## config.mk

```make
export PLATFORM = sky130hd
export DESIGN_NAME = seq_signed_multiplier
export DESIGN_NICKNAME = d
export VERILOG_FILES = /design/src/rtl/seq_mult_pkg.sv /design/src/rtl/seq_mult_datapath.sv /design/src/rtl/twos_complementor.sv /design/src/rtl/seq_signed_multiplier.sv
export SDC_FILE = /design/constraint.sdc
export NUM_CORES = 1
export LEC_CHECK = 0
export BUFFER_PORTS_ARGS = -buffer_cell sky130_fd_sc_hd__buf_2
export CAP_MARGIN = 20
export CORE_UTILIZATION = 40
export CTS_CLUSTER_DIAMETER = 30
export DETAILED_ROUTE_END_ITERATION = 10
export HOLD_SLACK_MARGIN = 0.06
export PLACE_DENSITY = 0.72
export SYNTH_ARGS = -nofsm -noshare
export SYNTH_HDL_FRONTEND = slang
export SYNTH_SLANG_ARGS = --single-unit
```

## constraint.sdc

```tcl
create_clock -name clk -period 2.8 [get_ports clk]
set_input_delay 0.14 -clock clk [delete_from_list [all_inputs] [get_ports clk]]
set_output_delay 0.14 -clock clk [all_outputs]
set_load 0.05 [all_outputs]
```

## src/rtl/seq_mult_pkg.sv

```systemverilog
// rtl/seq_mult_pkg.sv - shared types and helper functions for the sequential multiplier
package seq_mult_pkg;

  typedef enum logic [1:0] {IDLE, CALC, DONE} mult_state_t;

  // prod holds the 2*w-bit product zero-extended to 64 bits.
  function automatic logic calc_overflow(input logic [63:0] prod, input int w, input logic sgn);
    logic ovf;
    ovf = 1'b0;
    for (int i = 0; i < 64; i++) begin
      if (i >= w && i < 2 * w) begin
        if (sgn) ovf = ovf | (prod[i] != prod[w-1]);
        else     ovf = ovf | prod[i];
      end
    end
    return ovf;
  endfunction

  // Result is right-aligned in w bits; callers truncate to their width.
  function automatic logic [31:0] sat_value(input int w, input logic sgn, input logic negative);
    logic [31:0] ones;
    ones = 32'hFFFF_FFFF >> (32 - w);
    if (!sgn)          return ones;
    else if (negative) return ones ^ (ones >> 1);
    else               return ones >> 1;
  endfunction

endpackage

```

## src/rtl/seq_mult_datapath.sv

```systemverilog
// rtl/seq_mult_datapath.sv - shift-add accumulator with final conditional negate
module seq_mult_datapath #(
  parameter int WIDTH = 8
) (
  input  logic                 clk,
  input  logic                 rst_n,
  input  logic                 load,
  input  logic                 step,
  input  logic                 neg,
  input  logic [WIDTH-1:0]     mcand,
  input  logic [WIDTH-1:0]     mplier,
  output logic [2*WIDTH-1:0]   final_product
);

  logic [2*WIDTH:0] acc_q;
  logic [2*WIDTH:0] acc_next;
  logic [WIDTH-1:0] mcand_q;
  logic [WIDTH-1:0] mplier_q;
  logic [WIDTH:0]   upper_sum;

  always_comb begin
    upper_sum = acc_q[2*WIDTH:WIDTH];
    if (mplier_q[0]) upper_sum = acc_q[2*WIDTH:WIDTH] + {1'b0, mcand_q};
    acc_next = {upper_sum, acc_q[WIDTH-1:0]} >> 1;
  end

  // Negating zero yields zero, so no special case is needed for a zero magnitude.
  assign final_product = (2*WIDTH)'(neg ? -acc_next : acc_next);

  always_ff @(posedge clk) begin
    if (!rst_n) begin
      acc_q    <= '0;
      mcand_q  <= '0;
      mplier_q <= '0;
    end else if (load) begin
      acc_q    <= '0;
      mcand_q  <= mcand;
      mplier_q <= mplier;
    end else if (step) begin
      acc_q    <= acc_next;
      mplier_q <= mplier_q >> 1;
    end
  end

endmodule

```

## src/rtl/twos_complementor.sv

```systemverilog
// rtl/twos_complementor.sv - conditional two's-complement negation
module twos_complementor #(
  parameter int WIDTH = 8
) (
  input  logic [WIDTH-1:0] x,
  input  logic             en,
  output logic [WIDTH-1:0] y
);

  assign y = en ? (~x + WIDTH'(1)) : x;

endmodule

```

## src/rtl/seq_signed_multiplier.sv

```systemverilog
// rtl/seq_signed_multiplier.sv - multi-cycle signed/unsigned multiplier (option: SEQ_SIGNED_MULTIPLIER_SATURATE_EN)
module seq_signed_multiplier
  import seq_mult_pkg::*;
#(
  parameter int WIDTH = 8,
  parameter int CNT_W = $clog2(WIDTH + 1)
) (
  input  logic                 clk,
  input  logic                 rst_n,
  input  logic                 in_valid,
  output logic                 in_ready,
  input  logic                 is_signed,
  input  logic [WIDTH-1:0]     a,
  input  logic [WIDTH-1:0]     b,
  output logic                 out_valid,
  input  logic                 out_ready,
  output logic [2*WIDTH-1:0]   product,
  output logic [WIDTH-1:0]     product_narrow,
  output logic                 overflow
);

  mult_state_t state_q, state_d;
  logic [CNT_W-1:0]   cnt_q;
  logic               neg_q;
  logic               signed_q;
  logic               accept;
  logic               last_iter;
  logic [WIDTH-1:0]   a_mag, b_mag;
  logic [2*WIDTH-1:0] final_product;
  logic               final_ovf;
  logic [WIDTH-1:0]   final_narrow;

  twos_complementor #(.WIDTH(WIDTH)) u_mag_a (
    .x  (a),
    .en (is_signed & a[WIDTH-1]),
    .y  (a_mag)
  );

  twos_complementor #(.WIDTH(WIDTH)) u_mag_b (
    .x  (b),
    .en (is_signed & b[WIDTH-1]),
    .y  (b_mag)
  );

  seq_mult_datapath #(.WIDTH(WIDTH)) u_datapath (
    .clk           (clk),
    .rst_n         (rst_n),
    .load          (accept),
    .step          (state_q == CALC),
    .neg           (neg_q),
    .mcand         (a_mag),
    .mplier        (b_mag),
    .final_product (final_product)
  );

  assign in_ready  = (state_q == IDLE);
  assign out_valid = (state_q == DONE);
  assign accept    = in_valid & in_ready;
  assign last_iter = (state_q == CALC) && (cnt_q == CNT_W'(1));

  always_comb begin
    state_d = state_q;
    case (state_q)
      IDLE:    if (in_valid)  state_d = CALC;
      CALC:    if (cnt_q == CNT_W'(1)) state_d = DONE;
      DONE:    if (out_ready) state_d = IDLE;
      default: state_d = IDLE;
    endcase
  end

  assign final_ovf = calc_overflow(64'(final_product), WIDTH, signed_q);

`ifdef SEQ_SIGNED_MULTIPLIER_SATURATE_EN
  assign final_narrow = final_ovf
    ? WIDTH'(sat_value(WIDTH, signed_q, final_product[2*WIDTH-1]))
    : final_product[WIDTH-1:0];
`else
  assign final_narrow = final_product[WIDTH-1:0];
`endif

  always_ff @(posedge clk) begin
    if (!rst_n) begin
      state_q        <= IDLE;
      cnt_q          <= '0;
      neg_q          <= 1'b0;
      signed_q       <= 1'b0;
      product        <= '0;
      product_narrow <= '0;
      overflow       <= 1'b0;
    end else begin
      state_q <= state_d;
      if (accept) begin
        cnt_q    <= CNT_W'(WIDTH);
        neg_q    <= is_signed & (a[WIDTH-1] ^ b[WIDTH-1]);
        signed_q <= is_signed;
      end else if (state_q == CALC) begin
        cnt_q <= cnt_q - CNT_W'(1);
      end
      // Results only change on completion; they persist through DONE and IDLE.
      if (last_iter) begin
        product        <= final_product;
        product_narrow <= final_narrow;
        overflow       <= final_ovf;
      end
    end
  end

endmodule

```

==> results.json, run 1 <==
{
  "multi_input_area_um2": 2050,
  "setup_tns_ps": -29.5,
  "yosysSeqAreaShare_pct": 34.1,
  "synth-edff-count": 0,
  "power_density_nw_per_um2": 458,
  "ant_nets": 0,
  "worstSetupEndpointType": "flop",
  "clkTransAtPathRegs_ps": 100,
  "path_max_fanout": 3,
  "synth.most_common_cell": "nand2_1",
  "design.die.area_um2": 8580,
  "cpLargestDelayFamily": "simple AND/OR/NAND/NOR gates",
  "clkPwrFrac_pct": 25.9,
  "violations": "negative setup slack",
  "placed_area_um2": 3660,
  "syn_to_final_growth_pct": 18.0,
  "status": "complete, but fails checks",
  "synth_fp_nets": 446,
  "cpPeakStageDelay_ps": 520,
  "netlist-cell-type-count": 59,
  "die_w_um": 92.7,
  "yosys-top-cells-area": "dfxtp_1 (34%), nand2_1 (7.0%), nor2_1 (5.6%), a211oi_1 (5.0%), ha_1 (4.9%)",
  "globalplace.congestion": 0.885,
  "cts_buffers": 5,
  "arrival_ps": 3010,
  "root_buffer": "clkbuf_8",
  "reg2regPathDepth": 11,
  "setup_viol": 1,
  "switchingPower_uw": 560,
  "dpl.hpwl_um": 5490,
  "die_h_um": 92.7,
  "clk_latency_ps": 310,
  "cts_tree": "built",
  "synth_ff_type": "dfxtp_1",
  "tightest_slew_ps": 811,
  "rsz0062_at_grt": "true",
  "cts-htree-levels": 2,
  "slew_headroom_pct": 45.9,
  "irDropWorstVdd_mv": 0.222,
  "hold_depth": 3,
  "nFillCells": 804,
  "period_minus_slack_ps": 2830,
  "grt_pass1_wl_um": 12900,
  "coreArea_um2": 7850,
  "power.internal_mw": 1.22,
  "final_nets": 497,
  "rows": 32,
  "grt_usage_pct": 18.3,
  "viasPerCell": 5.41,
  "synth_top_cell_by_area": "dfxtp_1",
  "fin_area_um2": 3880,
  "skew_ps": 11.1,
  "synthArstFlopShare_pct": 0,
  "p_leak_nw": 1.54,
  "drc_errors": 0,
  "clock_sinks": 56,
  "synth.yosys.warnings": 0,
  "boundaryPins": 48,
  "drt_iter0_drc": 183,
  "hold_violations": 0,
  "period_share_pct": 101,
  "drive_gt1_share_pct": 24.2,
  "cap_viol_max_count": 0,
  "final-seq-area_um2": 1120,
  "antenna_found_initial": 0,
  "grt_overflow_total": 0,
  "vias": 3058,
  "place.port_buffers": 47,
  "syn_inst": 411,
  "syn_area_um2": 3290,
  "drtPass1Iterations": 4,
  "avgSynthCellArea_um2": 8.00,
  "maxSlewViolCount": 0,
  "worst-path-buf-inv": 1,
  "cts_hold_buffers": 0,
  "ctsLongestPathBuffers": 2,
  "ys_ff_latch": 56,
  "dp_slack_ps": -67.7,
  "critPathRequiredTime_ps": 2980,
  "wl_per_cell_um": 13.3,
  "slowest_stage": "or4_1",
  "combPwrFrac_pct": 25.0,
  "grt_max_degree": 38,
  "yosysTopAreaCellShare_pct": 34.1,
  "power.share.switching_pct": 31.5,
  "seqPwrFrac_pct": 49.1,
  "max_freq_ghz": 0.353,
  "wl_um": 7540,
  "grt_pass1_vias": 2941,
  "synthTopCellsByCount": "nand2_1 (61), dfxtp_1 (56), nor2_1 (49), a21oi_1 (32), a211oi_1 (22)",
  "crit_chain": "ha_4 -> fa_2 -> nor2_2 -> a21oi_2 -> buf_4 -> nand3b_1 -> o21ai_0 -> xnor2_1 -> or4_1 -> a21oi_2 -> o211ai_1",
  "crit_path_frequent_cell": "a21oi_2",
  "worstSetupStartpointType": "flop",
  "start_util_pct": 41.9,
  "worst_slack_ps": -29.5,
  "worst-path-stages": 11,
  "hold_path_class": "in -> reg",
  "insertedDiodeCount": 0,
  "critPathKind": "reg -> reg"
}
-- worst register-to-register path, cell delays in order, from the launching register on --
cell	delay [ps]
dfxtp_2	360
ha_4	140
fa_2	440
nor2_2	130
a21oi_2	70
buf_4	140
nand3b_1	210
o21ai_0	300
xnor2_1	160
or4_1	520
a21oi_2	150
o211ai_1	90
-- cell usage in the layout, fill, tap and decap left out, types with 3 or more instances in the layout --
cell | synthesis | routed
o21ai_0 | 6 | 6
clkbuf_8 | 0 | 6
buf_4 | 10 | 27
mux2i_1 | 3 | 3
a31oi_1 | 4 | 4
nor2_1 | 49 | 48
xnor2_1 | 14 | 12
nor2b_1 | 4 | 3
a311oi_1 | 8 | 8
buf_2 | 0 | 47
and2_1 | 3 | 3
dfxtp_2 | 0 | 3
a211oi_1 | 22 | 22
ha_1 | 13 | 12
o31ai_1 | 6 | 4
nand2_1 | 61 | 61
o211ai_1 | 3 | 3
xor2_1 | 15 | 14
inv_1 | 12 | 12
dfxtp_1 | 56 | 53
a21oi_1 | 32 | 30
nor3_1 | 9 | 9
a21oi_2 | 1 | 3
nand3b_1 | 3 | 3
nand2b_1 | 3 | 3
nand3_1 | 12 | 12
-- kinds of logic (layout without fill, tap and decap cells) --
kind of cell | count (synthesis) | after routing | share of synthesized area, %
AOI/OAI and AO/OA | 100 | 100 | 21.3
xor gates and xnor gates | 29 | 29 | 7.73
adders and majority gates | 14 | 14 | 5.56
buffers and inverters | 43 | 95 | 6.51
DFF | 56 | 56 | 34.1
muxes | 6 | 6 | 2.02
and+or+nand+nor | 163 | 163 | 22.8
-- sequential cells by signal, summed over array words and instances (netlist names) --
name                 count
product                 16
neg_q                    1
overflow                 1
u_datapath.mplier_q      8
state_q                  2
u_datapath.acc_q        15
signed_q                 1
cnt_q                    4
u_datapath.mcand_q       8
-- layout make-up --
type	count	share of cell area, %
repair buffers	74	11.3
inverters	13	1.26
multi-input cells	312	52.7
clock inverters	1	0.194
well taps	102	3.29
clock buffers	7	2.23
flip-flops and latches	56	29.0
-- metrics by stage --
stage	hold slack [ps]	std cells	total power, mW	util, %
4_1_cts	73.3	565	1.77	48.8
5_1_grt	87.1	565	1.87	49.4
3_5_place_dp	407	552	1.30	46.7
6_report	80.2	565	1.78	49.4
2_1_floorplan	276	411	1.18	-
3_3_place_gp	408	552	1.28	46.7
-- metal layers --
metal	share of wire (%)	global-route usage (%)	vias up
met5	0	0	-
met4	1.9	6.41	0
met3	3.8	3.69	10
met2	47	31.8	77
met1	47	22.5	1428
li1	-	-	1543
-- power groups by stage --
stage               clock network (mW)  registers, mW  logic (mW)
floorplan                            0          0.897       0.279
global placement                     0          0.887       0.397
detailed placement                   0          0.890       0.407
CTS                              0.468          0.872       0.428
global route                     0.503          0.879       0.489
finish                           0.461          0.873       0.444
-- final timing paths --
path                                           start                  endpoint  slack (ps)
setup / recovery  u_datapath.mcand_q[0]$_SDFFE_PN0P_     overflow$_SDFFE_PN0P_         -30
hold / removal                             out_ready   state_q[1]$_SDFFE_PN0P_          80
setup reg to reg  u_datapath.mcand_q[0]$_SDFFE_PN0P_     overflow$_SDFFE_PN0P_         -30
hold reg to reg             product[12]$_SDFFE_PN0P_  product[12]$_SDFFE_PN0P_         460
-- repair_timing --
action                     4_1_cts  5_1_grt
setup endpoints to repair        1        4
gates cloned                     0        0
pin swaps                       17       13
setup buffers                    5        1
resized for setup               10        8
No activity file was read; power rests on OpenSTA's default activity.
==> run 2: changes to the inputs <==
TNS_END_PERCENT = 50   (was unset)
==> run 2 against run 1 <==
The flow still finishes with violations (negative setup slack); critical endpoint unchanged; global-route usage unchanged; highest routed layer unchanged; non-clock buffer count unchanged; clock-buffer cell count unchanged; clock power about the same; clock skew down 0.75 ps; wire length about the same; setup slack better by 7.0 ps.
==> results.json, run 2 (synthesis gave the netlist of run 1 again) <==
{
  "power_density_nw_per_um2": 460,
  "slowest_stage": "or4_1",
  "globalplace.congestion": 0.885,
  "p_leak_nw": 1.54,
  "worst_slack_ps": -22.6,
  "tightest_slew_ps": 822,
  "syn_to_final_growth_pct": 17.3,
  "grt_pass1_wl_um": 12900,
  "irDropWorstVdd_mv": 0.215,
  "clkTransAtPathRegs_ps": 100,
  "drc_errors": 0,
  "switchingPower_uw": 559,
  "maxSlewViolCount": 0,
  "mostFrequentLayoutCells": "nand2_1 (61), dfxtp_1 (53), nor2_1 (48)",
  "boundaryPins": 48,
  "reg.largest.list": "product: 16 flops, u_datapath.acc_q: 15 flops",
  "path_max_fanout": 3,
  "design.die.area_um2": 8580,
  "worst-path-buf-inv": 1,
  "period_share_pct": 101,
  "crit_chain": "ha_4 -> fa_2 -> nor2_2 -> a21oi_2 -> buf_4 -> nand3b_1 -> o21ai_0 -> xnor2_1 -> or4_1 -> a21oi_2 -> o211ai_1",
  "rr_endpoint": "overflow$_SDFFE_PN0P_",
  "grt_max_degree": 38,
  "insertedDiodeCount": 0,
  "critPathKind": "reg -> reg",
  "max_freq_ghz": 0.354,
  "rsz0062_at_grt": "true",
  "power.internal_mw": 1.22,
  "power.total_mw": 1.78,
  "dpl.hpwl_um": 5490,
  "clock_sinks": 56,
  "r2r_slack_ps": -20,
  "arrival_ps": 3010,
  "vias": 3084,
  "regMostFlops": "product",
  "place.port_buffers": 47,
  "final_nets": 497,
  "hold_end": "state_q[1]$_SDFFE_PN0P_",
  "status": "complete, but fails checks",
  "rows": 32,
  "cts_tree": "built",
  "cpLargestDelayFamily": "simple AND/OR/NAND/NOR gates",
  "clkPwrFrac_pct": 26.0,
  "hold_violations": 0,
  "placed_area_um2": 3660,
  "skew_ps": 10.3,
  "cts-htree-levels": 2,
  "violations": "negative setup slack",
  "worstHoldStart": "out_ready",
  "cap_viol_max_count": 0,
  "fin_area_um2": 3860,
  "cts_buffers": 5,
  "reg2regPathDepth": 11,
  "start_util_pct": 41.9,
  "grt_usage_pct": 18.3,
  "layout_commonest_cell": "nand2_1",
  "setup_viol": 1,
  "largest_reg_flops": 16,
  "root_buffer": "clkbuf_8",
  "hold_depth": 3,
  "cpPeakStageDelay_ps": 510,
  "clk_latency_ps": 310,
  "die_w_um": 92.7,
  "viasPerCell": 5.46,
  "drtPass1Iterations": 4,
  "rr_startpoint": "u_datapath.mcand_q[0]$_SDFFE_PN0P_",
  "worstSetupEndpointType": "flop",
  "coreArea_um2": 7850,
  "wl_per_cell_um": 13.3,
  "slew_headroom_pct": 45.2,
  "die_h_um": 92.7,
  "hold_path_class": "in -> reg",
  "seqPwrFrac_pct": 49.1,
  "wl_um": 7540,
  "combPwrFrac_pct": 24.9,
  "final_core_util_pct": 49.1,
  "grt_pass1_vias": 2941,
  "power.share.switching_pct": 31.5,
  "antenna_found_initial": 0,
  "crit_path_frequent_cell": "a21oi_2",
  "grt_overflow_total": 0,
  "drive_gt1_share_pct": 23.8,
  "critPathRequiredTime_ps": 2990,
  "period_minus_slack_ps": 2820,
  "ant_nets": 0,
  "ctsLongestPathBuffers": 2,
  "drt_iter0_drc": 179,
  "worstSetupStartpointType": "flop"
}
==> run 2: cell counts in the layout (fill, tap and decap cells not counted) <==
Identical to the previous run, type by type.
==> run 2: final cells by class <==
cell class	instances	area (um2)
tap	102	128
fill	805	3990
clock inverter	1	7.51
timing repair buffer	74	438
multi-input combinational	312	2020
clock buffer	7	86.3
sequential	56	1120
inverter	13	48.8
==> run 2: worst register-to-register path, stage by stage, from the launching register on <==
cell and delay [ps]:
dfxtp_2 360, ha_4 140, fa_2 440, nor2_2 130, a21oi_2 70, buf_4 140, nand3b_1 220, o21ai_0 300
xnor2_1 160, or4_1 510, a21oi_2 150, o211ai_1 90
==> run 2: what timing repair did <==
action,4_1_cts,5_1_grt
resized for setup,10,5
endpoints found under the setup margin,1,4
hold buffers,0,0
pin swaps,17,13
buffers inserted,5,1
==> run 2: worst max-delay path by stage <==
| stage | startpoint | endpoint | slack, ps | cells after the start |
|---|---|---|---|---|
| 6_report | u_datapath.mcand_q[0]$_SDFFE_PN0P_ | overflow$_SDFFE_PN0P_ | -20 | 11 |
| 4_1_cts | u_datapath.acc_q[8]$_SDFFE_PP0P_ | overflow$_SDFFE_PN0P_ | -2 | 11 |
| 3_5_place_dp | u_datapath.mcand_q[0]$_SDFFE_PN0P_ | overflow$_SDFFE_PN0P_ | -70 | 10 |
| 5_1_grt | u_datapath.acc_q[8]$_SDFFE_PP0P_ | overflow$_SDFFE_PN0P_ | -180 | 11 |
| 2_1_floorplan | u_datapath.acc_q[8]$_SDFFE_PP0P_ | overflow$_SDFFE_PN0P_ | 30 | 10 |
| 3_3_place_gp | u_datapath.mcand_q[0]$_SDFFE_PN0P_ | overflow$_SDFFE_PN0P_ | 9 | 10 |
==> run 2: per-layer routing <==
layer / wire, um / vias to the layer above / track usage (%)
met4: 137 / 0 / 6.41
met5: 0 / - / 0
met2: 3560 / 87 / 31.8
met1: 3490 / 1443 / 22.5
met3: 342 / 14 / 3.69
li1: - / 1540 / -
==> run 2: stage by stage <==
step,worst slack (ps),TNS [ps],instances,hold slack [ps]
finish,-22.6,-22.6,565,74.3
detailed placement,-67.7,-67.7,552,407
global route,-177,-272,565,87.1
CTS,-2.41,-2.41,565,73.3
floorplan,26.2,0,411,276
global placement,9.18,0,552,408
==> run 2: power by group through the flow <==
stage	sequential [mW]	combinational (mW)	clock, mW
floorplan	0.897	0.279	0
global placement	0.887	0.397	0
detailed placement	0.890	0.407	0
CTS	0.872	0.428	0.468
global route	0.879	0.485	0.503
finish	0.873	0.441	0.462
